File: src/rtl/idct_1d_seq.sv
// 8-point 1D inverse DCT built around a single time-shared multiply-accumulate.
// Coefficients X[0..7] are written into a local bank while idle. A start request
// then walks the cosine table for 64 cycles, one product per cycle. Each finished
// sample x[n] is rounded, saturated and latched onto its own parallel output.
module idct_1d_seq #(
    parameter int COEF_W = 16,
    parameter int OUT_W  = 8,
    parameter int ACC_W  = 36
) (
    input  logic                     clk,
    input  logic                     clr,
    input  logic                     load,
    input  logic [2:0]               load_idx,
    input  logic signed [COEF_W-1:0] load_data,
    input  logic                     start,
    output logic                     busy,
    output logic                     done,
    output logic signed [OUT_W-1:0]  x0,
    output logic signed [OUT_W-1:0]  x1,
    output logic signed [OUT_W-1:0]  x2,
    output logic signed [OUT_W-1:0]  x3,
    output logic signed [OUT_W-1:0]  x4,
    output logic signed [OUT_W-1:0]  x5,
    output logic signed [OUT_W-1:0]  x6,
    output logic signed [OUT_W-1:0]  x7
);

    localparam int PROD_W = COEF_W + 16;
    localparam logic signed [ACC_W-1:0] RND_HALF = ACC_W'(8192);
    localparam logic signed [ACC_W-1:0] SAT_MAX  = ACC_W'((1 << (OUT_W - 1)) - 1);
    localparam logic signed [ACC_W-1:0] SAT_MIN  = -SAT_MAX - ACC_W'(1);

    typedef enum logic [1:0] {
        IDLE = 2'd0,
        MAC  = 2'd1,
        DONE = 2'd2
    } state_t;

    state_t                   state;
    state_t                   state_nxt;
    logic signed [COEF_W-1:0] coef [8];
    logic signed [OUT_W-1:0]  xr [8];
    logic signed [ACC_W-1:0]  acc;
    logic signed [ACC_W-1:0]  acc_nxt;
    logic signed [15:0]       rom_nk;
    logic signed [PROD_W-1:0] prod;
    logic [2:0]               n;
    logic [2:0]               k;

    // 8192 * cos(m*pi/16) for the first quadrant, m = 0..8 (Q2.14 with c(k)/2 = 1/2 folded in)
    function automatic logic signed [15:0] cos_tab(input logic [4:0] m);
        case (m)
            5'd0:    return 16'sd8192;
            5'd1:    return 16'sd8035;
            5'd2:    return 16'sd7568;
            5'd3:    return 16'sd6811;
            5'd4:    return 16'sd5793;
            5'd5:    return 16'sd4551;
            5'd6:    return 16'sd3135;
            5'd7:    return 16'sd1598;
            default: return 16'sd0;
        endcase
    endfunction

    // rom[n][k]: fold the angle (2n+1)k*pi/16 into the first quadrant and look it up.
    // The product is taken modulo 32 because cos has period 32 in units of pi/16.
    function automatic logic signed [15:0] rom_val(input logic [2:0] nn, input logic [2:0] kk);
        logic [4:0] m;
        logic [4:0] r;
        logic [4:0] ri;
        m = {1'b0, nn, 1'b1} * {2'b00, kk};
        r = (m > 5'd16) ? (5'd0 - m) : m;
        ri = (r > 5'd8) ? (5'd16 - r) : r;
        if (kk == 3'd0)
            return 16'sd5793;
        else if (r > 5'd8)
            return -cos_tab(ri);
        else
            return cos_tab(ri);
    endfunction

    // Round half up on the 14 fractional bits, arithmetic shift keeps the sign
    function automatic logic signed [ACC_W-1:0] rnd(input logic signed [ACC_W-1:0] a);
        return (a + RND_HALF) >>> 14;
    endfunction

    // Clamp to the signed output range
    function automatic logic signed [OUT_W-1:0] sat(input logic signed [ACC_W-1:0] a);
        if (a > SAT_MAX)
            return SAT_MAX[OUT_W-1:0];
        else if (a < SAT_MIN)
            return SAT_MIN[OUT_W-1:0];
        else
            return a[OUT_W-1:0];
    endfunction

    // MAC datapath: one full-precision product per cycle added to the running sum
    always_comb begin
        rom_nk  = rom_val(n, k);
        prod    = PROD_W'(coef[k]) * PROD_W'(rom_nk);
        acc_nxt = acc + ACC_W'(prod);
    end

    // Next-state logic and Moore outputs
    always_comb begin
        state_nxt = state;
        busy      = 1'b0;
        done      = 1'b0;
        case (state)
            IDLE: begin
                if (start)
                    state_nxt = MAC;
            end
            MAC: begin
                busy = 1'b1;
                if (n == 3'd7 && k == 3'd7)
                    state_nxt = DONE;
            end
            DONE: begin
                done      = 1'b1;
                state_nxt = IDLE;
            end
            default: state_nxt = IDLE;
        endcase
    end

    // State, coefficient bank, accumulator, indices and sample registers
    always_ff @(posedge clk) begin
        if (clr) begin
            state <= IDLE;
            acc   <= '0;
            n     <= '0;
            k     <= '0;
            for (int i = 0; i < 8; i++) begin
                coef[i] <= '0;
                xr[i]   <= '0;
            end
        end else begin
            state <= state_nxt;
            case (state)
                IDLE: begin
                    if (load)
                        coef[load_idx] <= load_data;
                    if (start) begin
                        acc <= '0;
                        n   <= '0;
                        k   <= '0;
                    end
                end
                MAC: begin
                    if (k == 3'd7) begin
                        xr[n] <= sat(rnd(acc_nxt));
                        acc   <= '0;
                        k     <= '0;
                        n     <= n + 3'd1;
                    end else begin
                        acc <= acc_nxt;
                        k   <= k + 3'd1;
                    end
                end
                default: ;
            endcase
        end
    end

    assign x0 = xr[0];
    assign x1 = xr[1];
    assign x2 = xr[2];
    assign x3 = xr[3];
    assign x4 = xr[4];
    assign x5 = xr[5];
    assign x6 = xr[6];
    assign x7 = xr[7];

endmodule
File: config.mk
export PLATFORM = sky130hd
export DESIGN_NAME = idct_1d_seq
export DESIGN_NICKNAME = d
export VERILOG_FILES = /design/src/rtl/idct_1d_seq.sv
export SDC_FILE = /design/constraint.sdc
export NUM_CORES = 1
export LEC_CHECK = 0
export BUFFER_PORTS_ARGS = -buffer_cell sky130_fd_sc_hd__buf_4
export CORE_ASPECT_RATIO = 1.4
export CORE_MARGIN = 2
export CORE_UTILIZATION = 50
export DETAILED_ROUTE_END_ITERATION = 12
export GPL_ROUTABILITY_DRIVEN = 0
export PLACE_DENSITY = 0.68
export SLEW_MARGIN = 20
export SYNTH_ARGS = -nofsm -noshare
export SYNTH_HDL_FRONTEND = slang
export SYNTH_SLANG_ARGS = --single-unit
File: constraint.sdc
create_clock -name clk -period 32.6 [get_ports clk]
set_clock_uncertainty 0.2 [all_clocks]
set_input_delay 3.26 -clock clk [delete_from_list [all_inputs] [get_ports clk]]
set_output_delay 3.26 -clock clk [all_outputs]
set_load 0.05 [all_outputs]
# --- Yosys cells after proc, flatten, opt, wreduce, memory -nomap -nowiden ---
# Memory sizes are Yosys's and may differ from the RTL's. A register that Yosys moved wholly into a read port is not among the register bits.
# Index checks and enable logic that the tools add are counted.
totals:
  romBits: 224
  ff_bits: 44
  out_inout_bits: 66
  word_cells: 82
  memories: 4
  mem_bits_rw: 192
  in_bits: 23
classes:
  reduce_logical: 10
  n_addsub: 7
  n_eq_ne: 7
  multipliers: 2
  n_mux: 44
  magnitude_cmp: 4
memory_table:
  columns: ["memory", "words", "width", "read_ports", "rd_ports_with_merged_regs", "write_ports", "line", "text"]
  rows:
  - ["coef", 8, 16, 1, 1, 8, "41", "logic signed [COEF_W-1:0] coef [8];"]
  - ["(no name shown)", 8, 14, 1, 0, 0, "52", "case (m)"]
  - ["(no name shown)", 8, 14, 1, 0, 0, "52", null]
  - ["xr", 8, 8, 8, 0, 8, "42", "logic signed [OUT_W-1:0] xr [8];"]
op_table:
  columns: ["op", "n"]
  rows:
  - ["$mux 16", 7]
  - ["$mux 36", 2]
  - ["$pmux 36 s2", 1]
  - ["$mux 8", 6]
  - ["$add 36x15->36 const B", 1]
  - ["$add 36x32->36", 1]
  - ["$mul 16x16->32", 1]
  - ["$gt 22x8->1 const B", 1]
  - ["$lt 22x8->1 const B", 1]
  - ["$mux 3", 7]
  - ["$neg 16->16", 1]
  - ["$reduce_or 16->1", 1]
  - ["$mux 1", 14]
  - ["$pmux 3 s2", 2]
  - ["$mux 5", 2]
  - ["$reduce_or 8->1", 1]
  - ["$add 3x1->3 const B", 2]
  - ["$eq 3x3->1 const B", 2]
  - ["$ne 2x2->1 const B", 3]
  - ["$gt 5x4->1 const B", 1]
  - ["$gt 5x5->1 const B", 1]
  - ["$mul 4x3->5", 1]
  - ["$sub 1x5->5 const A", 1]
  - ["$sub 5x5->5 const A", 1]
  - ["other kinds (10)", 13]

# --- Logic depth before layout (Yosys ltp) ---
depth:
  depth_word: 22
  ltp_mapped: 59
  mapped_depth_nobuf: 54

# --- Least setup slack after synthesis ---
# No wires, ideal clock.
synth_path:
  kind: "reg2reg"
  startpoint: "register k[0]"
  endpoint: "memory xr[0][6], data pin"
  required_ps: 32133
  n_path_buf: 5
  setup_slack_ps: 18718
  arrival_ps: 13415
  path_stages_with_launch: 57
  setup_time_ps: 267
  period_less_slack_ps: 13882
  path_cell_list: "dfxtp_1 > clkbuf_1 > nand2_1 > fa_1 > inv_1 > ha_1 > fa_1 > xnor2_1 > xnor3_1 > nor2_1 > nand2_1 > o21ai_0 > inv_1 > ha_1 > clkbuf_1 > nand2b_1 > nand2b_1 > a21oi_1 > [21 not listed] > inv_1 > fa_1 > inv_1 > ha_1 > buf_4 > a21oi_1 > o21ai_0 > a221o_1 > o21bai_1 > xor2_1 > nand4_2 > nand4b_4 > or4_1 > a211o_1 > a221oi_2 > nand3_4 > a221oi_4 > nor2_1"
synth_rtl:
  columns: ["element", "line", "text"]
  rows:
  - ["start: declaration", "48", "logic [2:0] k;"]
  - ["start signal: assignment", "158", "k <= k + 3'd1;"]
  - ["end: declaration", "42", null]

==> impl_metrics.json <==
{
  "criticalPathCategory": "flop to flop",
  "drc": 0,
  "syn_nets": 2774,
  "port_buffers": 88,
  "detailroute.via_count": 16967,
  "antenna_found_initial": 0,
  "die_area_um2": 49300,
  "seq_area_frac_synth_pct": 28.2,
  "final-setup-viol-count": 0,
  "relSlewSlack_pct": 17.4,
  "drtPass1Iterations": 7,
  "viasPerCell": 5.64,
  "ys_async_sr_fraction_pct": 0,
  "cap_violations": 0,
  "cts_tree": "done",
  "synth_ff_type": "edfxtp_1",
  "grt_pass1_vias": 18109,
  "syn-cell-area_um2": 23700,
  "hold_buffers": 0,
  "final_cell_mix": "379 x inv_1, 316 x fa_1, 256 x nor2_1, 192 x edfxtp_1, 182 x nand2_1",
  "antenna_left": 0,
  "netlist_instances": 2314,
  "grt_overflow": 0,
  "synth_area_leaders": "fa_1 27%, edfxtp_1 24%, ha_1 6.3%, inv_1 6.0%, nor2_1 4.0%",
  "cts.sinks": 239,
  "rows": 94,
  "dp_hpwl_um": 46900,
  "status": "finished clean",
  "path_buf_inv": 8,
  "wl_um": 60500,
  "start_util_pct": 50.6,
  "die_w_um": 188,
  "final_nets": 2828,
  "rsz0062_at_grt": "no",
  "fin_crit_sh_pct": 49.8,
  "cts.path.max_buffers": 3,
  "insertion_delay_ns": 0.58,
  "min_path_type": "flop to flop",
  "avgRoutedWirePerCell_um": 20.1,
  "critPathArrivalTime_ns": 16.43,
  "grt_max_degree": 61,
  "critPathRequiredTime_ns": 32.80,
  "cts-root-buf": "clkbuf_16",
  "crit_family": "adder cells",
  "worstSetupEndpointType": "flop",
  "synth_area_leader_cell": "fa_1",
  "worstMarginPinSlew_ns": 1.20,
  "n_fill_cell": 4081,
  "synth-seq-cells": 239,
  "cts_max_level": 1,
  "finalHoldViolCount": 0,
  "layout_min_cycle_time_ns": 16.23,
  "drive_above_1_share_pct": 11.0,
  "cp-start-kind": "flop",
  "ioPinCount": 89,
  "clk_pin_slew_worst_paths_ns": 0.07,
  "cts-resized-gates": 0,
  "synth-edff-count": 192,
  "setup_tns_ns": 0,
  "drt-initial-drc-count": 1041,
  "synth_cell_types": 94,
  "yosys_warnings": 0,
  "diodes": 0,
  "area_delta_synth_final_pct": 9.08,
  "layout_commonest_cell": "inv_1",
  "critPathMaxFanout": 19,
  "yosysTopAreaCellShare_pct": 26.7,
  "post_cts_buffers": 0,
  "grt.total_usage_pct": 25.2,
  "slowest_delay_ns": 0.85,
  "die_h_um": 262,
  "fmax_ghz": 0.0616,
  "crit_slowest_cell": "a2111oi_1",
  "core_um2": 46900,
  "avgSynthCellArea_um2": 10.3,
  "cts-buffers-inserted": 26,
  "final-max-slew-violation-count": 0,
  "grt_pass1_wl_um": 97200
}
## path summary, 6_finish.rpt
| check | slack (ns) | endpoint | start | cells past startpoint |
|---|---|---|---|---|
| min reg2reg | 0.27 | acc[31]$_SDFFE_PP0P_ | acc[31]$_SDFFE_PP0P_ | 2 |
| max reg2reg | 16.37 | xr[3][2]$_SDFFCE_PN0P_ | k[0]$_SDFFE_PP0P_ | 49 |
| min | 0.27 | acc[31]$_SDFFE_PP0P_ | acc[31]$_SDFFE_PP0P_ | 2 |
| max | 16.37 | xr[3][2]$_SDFFCE_PN0P_ | k[0]$_SDFFE_PP0P_ | 49 |
## registers in the layout, indices dropped and copies added (netlist names), named ones only
| register | count |
|---|---|
| acc | 36 |
| xr | 64 |
| n | 3 |
| state | 2 |
| coef | 128 |
| k | 3 |
## stage by stage
step	area (µm²)	worst slack, ns	hold WS (ns)	utilization, %	instances
2_1_floorplan	23700	18.72	0.241	-	2314
3_3_place_gp	25000	16.76	0.262	53.3	2964
3_5_place_dp	25000	16.58	0.260	53.3	2964
4_1_cts	25900	16.55	0.275	55.2	3010
5_1_grt	25900	15.34	0.295	55.2	3010
6_report	25900	16.37	0.272	55.2	3010
## final cells by class
| cell class | count | area (µm²) | area share, % |
|---|---|---|---|
| multi-input combinational | 1605 | 15300 | 58.9 |
| inverter | 379 | 1420 | 5.49 |
| clock inverter | 14 | 181 | 0.700 |
| timing repair buffer | 117 | 878 | 3.39 |
| clock buffer | 32 | 673 | 2.60 |
| sequential | 239 | 6710 | 25.9 |
| tap | 624 | 781 | 3.01 |
## worst reg2reg max path, delay by kind of cell (launching register included)
kind	cells	cell delay, ns
compound gates	13	4.23
xor+xnor	4	2.08
fa+ha+maj	13	5.40
buf+inv	8	0.61
flops	1	0.73
mux	1	0.48
simple gates	10	2.33
## synth_stat cells (all sizes together) (26+ instances only)
master / n
inv: 379
fa: 317
nor2: 257
edfxtp: 192
nand2: 182
and2: 150
ha: 120
a21oi: 92
clkbuf: 66
dfxtp: 47
o21ai: 41
a22oi: 36
mux4: 32
nand3: 30
xnor2: 30
nand2b: 26
## cells by family (layout without fill, tap and decap cells)
group | after synthesis | count (layout) | share of synthesized area (%)
DFF | 239 | 239 | 28.2
adders and majority gates | 437 | 437 | 33.0
xor gates and xnor gates | 53 | 53 | 2.21
muxes | 74 | 74 | 4.91
and+or+nand+nor | 763 | 763 | 15.8
AOI/OAI and AO/OA | 278 | 278 | 8.10
buffers and inverters | 470 | 542 | 7.68
## routing by layer
metal | routed length [µm] | share of wire, % | GRT usage (%)
met1 | 22300 | 37 | 28.5
met2 | 31100 | 51 | 46.6
met5 | 0 | 0 | 0
met3 | 3480 | 5.8 | 2.76
met4 | 3640 | 6.0 | 14.3
Power is left out: the tool's default activity adds up to more than one toggle a clock period on the data nets, which glitch-free logic cannot reach.
